--- src/rtl/control_pkg.sv ---
// Shared opcode and control-field encodings for the single-cycle MIPS control path.
// The datapath write-back and store-width muxes use the same constants.
package control_pkg;

    localparam int unsigned OP_W   = 6;
    localparam int unsigned CTRL_W = 15;

    localparam logic [OP_W-1:0] OP_RTYPE = 6'b000000;
    localparam logic [OP_W-1:0] OP_LW    = 6'b100011;
    localparam logic [OP_W-1:0] OP_LB    = 6'b100000;
    localparam logic [OP_W-1:0] OP_LBU   = 6'b100100;
    localparam logic [OP_W-1:0] OP_LH    = 6'b100001;
    localparam logic [OP_W-1:0] OP_LHU   = 6'b100101;
    localparam logic [OP_W-1:0] OP_LUI   = 6'b001111;
    localparam logic [OP_W-1:0] OP_SW    = 6'b101011;
    localparam logic [OP_W-1:0] OP_SB    = 6'b101000;
    localparam logic [OP_W-1:0] OP_SH    = 6'b101001;
    localparam logic [OP_W-1:0] OP_BEQ   = 6'b000100;
    localparam logic [OP_W-1:0] OP_J     = 6'b000010;

    localparam logic [1:0] ALUSRC_REG = 2'b00;
    localparam logic [1:0] ALUSRC_IMM = 2'b01;

    localparam logic [1:0] ALUOP_ADD   = 2'b00;
    localparam logic [1:0] ALUOP_SUB   = 2'b01;
    localparam logic [1:0] ALUOP_FUNCT = 2'b10;

    localparam logic [2:0] WB_ALU = 3'b000;
    localparam logic [2:0] WB_LW  = 3'b001;
    localparam logic [2:0] WB_LB  = 3'b010;
    localparam logic [2:0] WB_LBU = 3'b011;
    localparam logic [2:0] WB_LH  = 3'b100;
    localparam logic [2:0] WB_LHU = 3'b101;
    localparam logic [2:0] WB_LUI = 3'b110;

    localparam logic [1:0] ST_WORD = 2'b00;
    localparam logic [1:0] ST_BYTE = 2'b01;
    localparam logic [1:0] ST_HALF = 2'b10;

    typedef struct packed {
        logic       memread;
        logic       memwrite;
        logic       regwrite;
        logic       regdest;
        logic       branch;
        logic       jump;
        logic [1:0] alusrc;
        logic [1:0] aluop;
        logic [2:0] memtoreg;
        logic [1:0] regtomem;
    } ctrl_t;

endpackage

--- src/rtl/control_decode.sv ---
// Combinational opcode-to-control-word decoder; unknown opcodes decode to an all-zero NOP.
module control_decode
    import control_pkg::*;
(
    input  logic [OP_W-1:0] op_i,
    output ctrl_t           ctrl_c_o
);

    always_comb begin
        ctrl_c_o = '0;
        case (op_i)
            OP_RTYPE: begin
                ctrl_c_o.regwrite = 1'b1;
                ctrl_c_o.regdest  = 1'b1;
                ctrl_c_o.alusrc   = ALUSRC_REG;
                ctrl_c_o.aluop    = ALUOP_FUNCT;
                ctrl_c_o.memtoreg = WB_ALU;
            end
            OP_LW, OP_LB, OP_LBU, OP_LH, OP_LHU: begin
                ctrl_c_o.memread  = 1'b1;
                ctrl_c_o.regwrite = 1'b1;
                ctrl_c_o.alusrc   = ALUSRC_IMM;
                ctrl_c_o.aluop    = ALUOP_ADD;
                case (op_i)
                    OP_LB:   ctrl_c_o.memtoreg = WB_LB;
                    OP_LBU:  ctrl_c_o.memtoreg = WB_LBU;
                    OP_LH:   ctrl_c_o.memtoreg = WB_LH;
                    OP_LHU:  ctrl_c_o.memtoreg = WB_LHU;
                    default: ctrl_c_o.memtoreg = WB_LW;
                endcase
            end
            OP_LUI: begin
                ctrl_c_o.regwrite = 1'b1;
                ctrl_c_o.memtoreg = WB_LUI;
            end
            OP_SW, OP_SB, OP_SH: begin
                ctrl_c_o.memwrite = 1'b1;
                ctrl_c_o.alusrc   = ALUSRC_IMM;
                ctrl_c_o.aluop    = ALUOP_ADD;
                case (op_i)
                    OP_SB:   ctrl_c_o.regtomem = ST_BYTE;
                    OP_SH:   ctrl_c_o.regtomem = ST_HALF;
                    default: ctrl_c_o.regtomem = ST_WORD;
                endcase
            end
            OP_BEQ: begin
                ctrl_c_o.branch = 1'b1;
                ctrl_c_o.aluop  = ALUOP_SUB;
            end
            OP_J: begin
                ctrl_c_o.jump = 1'b1;
            end
            default: ;
        endcase
    end

endmodule

--- src/rtl/control.sv ---
// Main MIPS control unit: decoded control word held in a register with synchronous reset to NOP.
module control
    import control_pkg::*;
(
    input  logic            clk,
    input  logic            rst,
    output logic            memread,
    output logic            memwrite,
    output logic            regwrite,
    output logic            regdest,
    output logic            branch,
    output logic            jump,
    output logic            alusrc1,
    output logic            alusrc0,
    output logic            aluop1,
    output logic            aluop0,
    output logic            memtoreg2,
    output logic            memtoreg1,
    output logic            memtoreg0,
    output logic            regtomem1,
    output logic            regtomem0,
    input  logic [OP_W-1:0] op
);

    ctrl_t ctrl_d;
    ctrl_t ctrl_q;

    control_decode u_decode (
        .op_i     (op),
        .ctrl_c_o (ctrl_d)
    );

    // Reset wins over decode so a reset edge always yields a NOP.
    always_ff @(posedge clk) begin
        if (rst) begin
            ctrl_q <= '0;
        end else begin
            ctrl_q <= ctrl_d;
        end
    end

    assign memread   = ctrl_q.memread;
    assign memwrite  = ctrl_q.memwrite;
    assign regwrite  = ctrl_q.regwrite;
    assign regdest   = ctrl_q.regdest;
    assign branch    = ctrl_q.branch;
    assign jump      = ctrl_q.jump;
    assign alusrc1   = ctrl_q.alusrc[1];
    assign alusrc0   = ctrl_q.alusrc[0];
    assign aluop1    = ctrl_q.aluop[1];
    assign aluop0    = ctrl_q.aluop[0];
    assign memtoreg2 = ctrl_q.memtoreg[2];
    assign memtoreg1 = ctrl_q.memtoreg[1];
    assign memtoreg0 = ctrl_q.memtoreg[0];
    assign regtomem1 = ctrl_q.regtomem[1];
    assign regtomem0 = ctrl_q.regtomem[0];

endmodule

--- config.mk ---
export PLATFORM = sky130hd
export DESIGN_NAME = control
export DESIGN_NICKNAME = d
export VERILOG_FILES = /design/src/rtl/control_pkg.sv /design/src/rtl/control_decode.sv /design/src/rtl/control.sv
export SDC_FILE = /design/constraint.sdc
export NUM_CORES = 1
export LEC_CHECK = 0
export ABC_AREA = 1
export CORE_MARGIN = 5
export CORE_UTILIZATION = 42
export CTS_BUF_LIST = sky130_fd_sc_hd__clkbuf_16
export DETAILED_ROUTE_END_ITERATION = 8
export GPL_ROUTABILITY_DRIVEN = 0
export HOLD_SLACK_MARGIN = 0.15
export PLACE_DENSITY = 0.76
export SLEW_MARGIN = 40
export SYNTH_ARGS = -nofsm -noshare
export SYNTH_HDL_FRONTEND = slang
export SYNTH_HIERARCHICAL = 1
export SYNTH_SLANG_ARGS = --single-unit
--- constraint.sdc ---
create_clock -name clk -period 1.2 [get_ports clk]
set_input_delay 0.24 -clock clk [delete_from_list [all_inputs] [get_ports clk]]
set_output_delay 0.24 -clock clk [all_outputs]
set_load 0.02 [all_outputs]
==> reports/metrics.cfg <==
[yosys]
yosys.area.top_type = dfxtp_1
mappedNetlistArea_um2 = 639
synth_nets = 103
synth_top_area_share_pct = 47.0
synth_warnings = 6
yosysUniqueCellTypes = 12
synth_cells = 95
ys_seq_area_share_pct = 47.0
ys_ff_latch = 15
synthTopCellsByArea = dfxtp_1, nor2_1, inv_1, nand2_1, nand3_1
synth_area_per_cell_um2 = 6.73

[sta]
grt_setup_unrepaired = false
hold_viol_final = 0
min_period_ns = 1.14
worst_slack_ns = 0.0637
setup_viol = 0
max_freq_mhz = 880
holdWs_ns = 0.433
period_share_pct = 94.7
maxSlewViolCount = 0

[clocking]
path_clk_slew_ns = 0.04
clk_path_buf_depth = 2
cts_buffers = 3
clock_sinks = 15
h-tree-depth = 1
cts_tree = built
clockRootBuffer = clkbuf_16
hold_buffers = 0

[job]
drv_cap = 0

[floorplanning]
fp.dieH_um = 49.0
start_util_pct = 43.5
rows = 14
fp.coreArea_mm2 = 0.00147
dieArea_mm2 = 0.00240
fp.dieW_um = 49.0
io_pins = 23

[cells_and_area]
nFillCells = 131
fin_util_pct = 66.2
nNetsFinal = 129
drive_gt1_share_pct = 10.8
diodes = 0
finalInstanceArea_um2 = 975
synthToLayoutAreaGrowth_pct = 52.4

[power]
total_power_mw = 1.26
p_leak_nw = 0.558
irDropWorstVdd_mv = 0.738
power.density_mw_per_mm2 = 1290

[detailed_routing]
finalWirelength_um = 1580
final_antenna_net_count = 0
drt_iter0_drc = 26
drtPass1Iterations = 6
post_drt_wl_per_cell_um = 11.6
viasPerCell = 4.80
drc_errors = 0
route.vias.total = 653

[critical_path]
cpLargestDelayFamily = buffers and inverters
cp_slowest_cell = dlygate4sd2_1
critPathMaxFanout = 1
crit_buf_inv = 1
worstSetupPathType = flip-flop to output port
path_cells = dlygate4sd2_1
cp.arrival_ns = 0.90
cp-end-kind = output port
start_kind = flip-flop
required_ns = 0.96
cpPeakStageDelay_ns = 0.33

[placed_design]
pre_cts_slack_ns = -0.245
placed_area_um2 = 873
port_buffers = 22
dp_hpwl_um = 999

[global_route]
grt_pass1_vias = 543
overflow = 0
grt_max_degree = 16
antenna_found_initial = 0
grt_pass1_wl_um = 2330
track_usage_pct = 12.7

[worst_hold_path]
min_path_type = input port to flip-flop

[outcome]
status = finished, final reports clean

## layout make-up
type / count / area [um^2] / share of cell area [%]
Clock inverter: 1 / 3.75 / 0.385
Timing Repair Buffer: 25 / 248 / 25.4
Clock buffer: 3 / 75.1 / 7.70
Tap cell: 16 / 20.0 / 2.05
Multi-Input combinational cell: 51 / 234 / 24.0
Inverter: 25 / 93.8 / 9.63
Sequential cell: 15 / 300 / 30.8
## cell families (layout without fill, tap and decap cells)
| kind of cell | count (synthesis) | count (layout) | share of synthesized area (%) |
|---|---|---|---|
| other | 1 | 1 | 0.587 |
| DFF | 15 | 15 | 47.0 |
| AOI/OAI and AO/OA | 2 | 2 | 1.57 |
| and+or+nand+nor | 48 | 48 | 30.9 |
| buffers and inverters | 29 | 54 | 20.0 |
## placed cells by master (no fill, tap or decap)
cell type	instances
inv_1	25
nor2_1	22
dlygate4sd2_1	16
dfxtp_1	15
nand2_1	14
nand3_1	6
dlymetal6s2s_1	5
clkbuf_16	3
nor2_4	2
nor2_2	2
nor3_2	2
buf_4	2
clkdlybuf4s50_1	1
buf_12	1
inv_2	1
o21ai_0	1
o21ai_1	1
conb_1	1
## layer usage
metal / part of all wire, % / GRT usage, % / vias up
met2: 52 / 21.1 / 41
met1: 35 / 13.0 / 290
met5: 0 / 0 / -
li1: - / - / 314
met4: 3.5 / 10.8 / 0
met3: 9.4 / 3.36 / 8
## timing repair
action / 4_1_cts / 5_1_grt
setup endpoints to repair: 16 / 11
setup buffers: 0 / 1
cloned: 0 / 0
pin swaps: 0 / 1
resized for setup: 16 / 12
## worst paths after layout
| check | from | end | slack, ns | cells past startpoint |
|---|---|---|---|---|
| min | op[0] | regtomem1 | 0.43 | 5 |
| max | aluop1 | aluop1 | 0.06 | 1 |
## metrics by stage
stage,setup TNS [ns],std cells
2_1_floorplan,0,95
3_3_place_gp,-2.18,131
3_5_place_dp,-2.54,131
4_1_cts,0,135
5_1_grt,0,136
6_report,0,136
## synthesized netlist by cell type
cell and n:
nor2_1 25, inv_1 24, dfxtp_1 15, nand2_1 14
nand3_1 6, buf_4 3, nor3_1 2, o21ai_0 2
buf_6 1, conb_1 1, inv_2 1, nor2_4 1
## where the power goes
part	switching [mW]	internal (mW)
sequential	0.00159	0.508
clock	0.183	0.439
combinational	0.0770	0.0521
No activity file was read; power rests on OpenSTA's default activity.
==> patch 1: new RTL, same settings <==
Register the output `memwrite`, without a reset; this adds one clock of latency there. The other outputs are not delayed to match.
--- a/src/rtl/control.sv
+++ b/src/rtl/control.sv
@@ -22,6 +22,8 @@
     input  logic [OP_W-1:0] op
 );
 
+    logic memwrite_d;
+
     ctrl_t ctrl_d;
     ctrl_t ctrl_q;
 
@@ -40,7 +42,7 @@
     end
 
     assign memread   = ctrl_q.memread;
-    assign memwrite  = ctrl_q.memwrite;
+    assign memwrite_d = ctrl_q.memwrite;
     assign regwrite  = ctrl_q.regwrite;
     assign regdest   = ctrl_q.regdest;
     assign branch    = ctrl_q.branch;
@@ -55,5 +57,9 @@
     assign regtomem1 = ctrl_q.regtomem[1];
     assign regtomem0 = ctrl_q.regtomem[0];
 
+    always_ff @(posedge clk) begin
+        memwrite <= memwrite_d;
+    end
+
 endmodule
 
Formal check against the unedited RTL: not equivalent (a bounded check fails within 4 cycles, from zero or initial values and one cycle with rst high).
==> patch 1 against the unedited design <==
  * Clock power fell by 1%
  * Synthesized cell count rose by 1.1%
  * Combinational power fell by 7%
  * Synthesized area rose by 3.1%
  * Sequential share of layout area rose by 1.6 points
  * Routed wire length fell by 22%
  * Setup slack improved by 0.020 ns
  * Sequential cell count rose by 1
  * Largest power group unchanged
  * Cell area rose by 1.3%
  * Power rose by 1.5%
  * Via count fell by 7.2%
==> patch 1: results (changes against the unedited design) <==
* Status: finished, final reports clean (unchanged)
* Clk_skew at between 0.0002 and 0.00025 ns
* Via-to-Cell Ratio at 4.49 (was 4.80)
* Fin cells at 135 (was 136)
* M3 GR Usage at 1.81% (was 3.36%)
* WP data arrival at 0.88 ns (was 0.90 ns)
* Async SR Flop Fraction at 0% (unchanged)
* Dpl cells at 132 (was 131)
* Layout cell share with drive strength beyond 1 at 10.9% (was 10.8%)
* Worst VDD drop at 0.814 mV (was 0.738 mV)
* DRT Wirelength at 1.23 mm (was 1.58 mm)
* Dpl cell area at 893 sq um (was 873 sq um)
* Fin Hold WS at 0.323 ns (was 0.433 ns)
* Post-synthesis compound-gate area fraction at 1.52% (was 1.57%)
* Worst slack, placed at -0.223 ns (was -0.245 ns)
* CP top delay family: buffers and inverters (unchanged)
* Static leakage at 0.564 nW (was 0.558 nW)
* Met2 usage at 15.5% (was 21.1%)
* Commonest cells post-synth: 25 x nor2_1, 24 x inv_1, 16 x dfxtp_1 (was 25 x nor2_1, 24 x inv_1, 15 x dfxtp_1)
* Hold Path Class: reg2reg (was in2reg)
* Worst-Skew Late Latency at 0.24 ns
* Synthesized area per cell at 6.87 sq um (was 6.73 sq um)
* Seq/Total Area, Yosys at 48.6% (was 47.0%)
* Min-delay src: memwrite_d (was op[0])
* Largest cells by area after synthesis: dfxtp_1 49%, nor2_1 14%, inv_1 14% (was dfxtp_1 47%, nor2_1 15%, inv_1 14%)
* Hold depth at 0 (was 5)
* Hold Path Sink: memwrite (was regtomem1)
* CTS Root Cell: clkbuf_16 (unchanged)
* Overall Global Routing Usage at 10.2% (was 12.7%)
* First DRT Iteration DRCs at 14 (was 26)
* Syn nets at 104 (was 103)
* Drt pass-1 iters at 4 (was 6)
* Met1 GRT Util at 10.8% (was 13.0%)
* First-pass GRT wire length at 1.88 mm (was 2.33 mm)
* CP Launch Point: jump (was aluop1)
* Vias in the first global route at 489 (was 543)
* Hpwl dp at 906 um (was 999 um)
* Port Buf Inserts at 22 (unchanged)
* Net Sw Frac at 19.7% (was 20.7%)
patch 1: changes by cell type in the layout (fill, tap and decap cells not counted):
cell            change
buf_4               -1
dfxtp_1             +1
dlygate4sd2_1       -1
dlymetal6s2s_1      +1
inv_1               -1
nand2_1             -1
nand2_2             +1
nand3_1             -1
nand3_2             +1
nor2_1              +1
nor2_4              -1
patch 1: cell type report:
type,count,area [sq um]
Inverter,25,93.8
Tap cell,16,20.0
Fill cell,144,519
Timing Repair Buffer,24,244
Sequential cell,16,320
Multi-Input combinational cell,51,234
Clock buffer,3,75.1
patch 1: routing by layer:
metal  vias up  wire, um
met5         -         0
met4         0        55
met3         6       114
met2        23       579
met1       261       484
li1        316         -
patch 1: logic make-up after synthesis:
kind of cell	Yosys count
AO/OA/AOI/OAI	2
buffers and inverters	29
flip-flops	16
other	1
AND/OR/NAND/NOR	48
patch 1: timing repair:
item                                    4_1_cts  5_1_grt
endpoints found under the setup margin       15       13
pin swaps                                     0        1
hold buffers                                  0        0
resized for setup                            15       13
patch 1: power groups by stage:
stage	registers, mW	logic [mW]	clock network [mW]
after floorplan	0.564	0.0491	0
after global placement	0.553	0.119	0
after detailed placement	0.553	0.121	0
after CTS	0.543	0.116	0.635
final	0.543	0.120	0.615
after global routing	0.543	0.133	0.661
patch 1: how the worst max path moves through the flow:
stage,slack (ns),endpoint,cells past startpoint
floorplan,0.26,branch,6
global placement,-0.20,regwrite,8
detailed placement,-0.22,regwrite,8
CTS,0.03,regwrite,8
global route,0.06,jump,1
finish,0.08,jump,1
==> patch 2: new RTL, same settings <==
Without the edit above. `OP_W`: 6 -> 8.
--- a/src/rtl/control_pkg.sv
+++ b/src/rtl/control_pkg.sv
@@ -2,7 +2,7 @@
 // The datapath write-back and store-width muxes use the same constants.
 package control_pkg;
 
-    localparam int unsigned OP_W   = 6;
+    localparam int unsigned OP_W   = 8;
     localparam int unsigned CTRL_W = 15;
 
     localparam logic [OP_W-1:0] OP_RTYPE = 6'b000000;
Interface: changed (resized op); port bits go from 23 to 25. The function was not compared with the original's and may differ.
==> patch 2 against the unedited design <==
  * Cell area grew 8.1%
  * Routed wire length shrank 5.5%
  * Power grew 0.44%
  * Setup slack lost 0.0048 ns
  * Count of clock-buffer cells in the layout is the same
  * Via count shrank 4.4%
  * Sequential cell count is the same
  * Utilization grew 3.7 points
  * Hold slack lost 0.070 ns
  * Synthesized area grew 5.5%
  * Die area grew 4.4%
  * Final cell count grew 1.5%
  * Critical path type unchanged
==> patch 2: results (changes against the unedited design) <==
* Status: finished, final reports clean (unchanged)
* Largest net degree at the start of global routing at 10 (was 16)
* Yosys cell types at 17 (was 12)
* Syn nets at 103 (unchanged)
* Hold Path Sink: regtomem1 (unchanged)
* First DRT Iteration DRCs at 10 (was 26)
* Total CTS buffers at 3 (unchanged)
* Int Power at 0.999 mW (about the same)
* Vias in the first global route at 578 (was 543)
* Initial antenna violation count at 0 (unchanged)
* WL met3 at 105 um (was 148 um)
* Fin Hold WS at 0.363 ns (was 0.433 ns)
* Commonest cells post-synth: 22 x inv_1, 20 x nor2_1, 15 x dfxtp_1 (was 25 x nor2_1, 24 x inv_1, 15 x dfxtp_1)
* CTS Root Cell: clkbuf_16 (unchanged)
* Max-slew violations at 0 (unchanged)
* Hold Path Class: in2reg (unchanged)
* CP Max Fanout at 1 (unchanged)
* DRT Wirelength at 1.49 mm (was 1.58 mm)
* Synthesized area per cell at 7.25 sq um (was 6.73 sq um)
* Clock power frac at 50.7% (was 49.3%)
* Largest cells by area after synthesis: dfxtp_1 45%, inv_1 12%, nor2_1 11% (was dfxtp_1 47%, nor2_1 15%, inv_1 14%)
* Met2 usage at 23.0% (was 21.1%)
* Drt pass-1 iters at 4 (was 6)
* Met1 GRT Util at 12.5% (was 13.0%)
* Hpwl dp at 1.09 mm (was 999 um)
* Async SR Flop Fraction at 0% (unchanged)
* M3 GR Usage at 3.01% (was 3.36%)
* Worst slack, placed at -0.332 ns (was -0.245 ns)
* Dpl cell area at 931 sq um (was 873 sq um)
* Static leakage at 0.593 nW (was 0.558 nW)
* Port Buf Inserts at 24 (was 22)
* Dpl cells at 133 (was 131)
* Net Sw Frac at 21.1% (was 20.7%)
* DR vias at 624 (was 653)
* Min-delay src: op[1] (was op[0])
* First-pass GRT wire length at 2.42 mm (was 2.33 mm)
* Worst VDD drop at 0.764 mV (was 0.738 mV)
* Top_reg_cell synth: dfxtp_1 (unchanged)
* Worst path slowest cell: dlygate4sd2_1 (unchanged)
* WP data arrival at 0.90 ns (about the same)
* Combinational logic power at 0.121 mW (was 0.129 mW)
* YS warnings at 6 (unchanged)
* Overall Global Routing Usage at 12.7% (about the same)
* Met2 wire len at 802 um (was 825 um)
* M1 wire length at 514 um (was 547 um)
* Longest Clk Path Bufs at 2 (unchanged)
* WL per Instance at 10.8 um (was 11.6 um)
* Hold depth at 4 (was 5)
* Slowest stage delay, CP at 0.35 ns (was 0.33 ns)
* Layout cell share with drive strength beyond 1 at 23.0% (was 10.8%)
* # fillers at 129 (was 131)
* Area grow syn2layout at 56.2% (was 52.4%)
* # resized after CTS at 16 (unchanged)
* Seq/Total Area, Yosys at 44.5% (was 47.0%)
patch 2: cell count changes after synthesis, moves of 3 or more:
cell,change
nor2_1,-5
nand4_1,+3
nand3_1,-3
nand2_1,-3
patch 2: final cells by class:
class | instances | area share (%)
Multi-Input combinational cell | 49 | 26.6
Sequential cell | 15 | 28.5
Tap cell | 16 | 1.90
Inverter | 25 | 8.91
Clock inverter | 1 | 0.475
Clock buffer | 3 | 7.13
Timing Repair Buffer | 29 | 26.5
patch 2: logic make-up after synthesis:
family          count (synthesis)  synth area share, %
buf+inv                        29                 18.9
flops                          15                 44.5
other cells                     1                0.556
compound gates                  2                 2.60
simple gates                   46                 33.4
patch 2: worst max-delay path by stage:
stage                       from  endpoint  slack, ns
after floorplan            op[1]    branch       0.19
after global placement     op[0]    aluop0      -0.33
after detailed placement   op[0]    aluop0      -0.33
after CTS                  op[0]    aluop0     -0.006
after global routing      aluop0    aluop0       0.03
final                     aluop0    aluop0       0.06
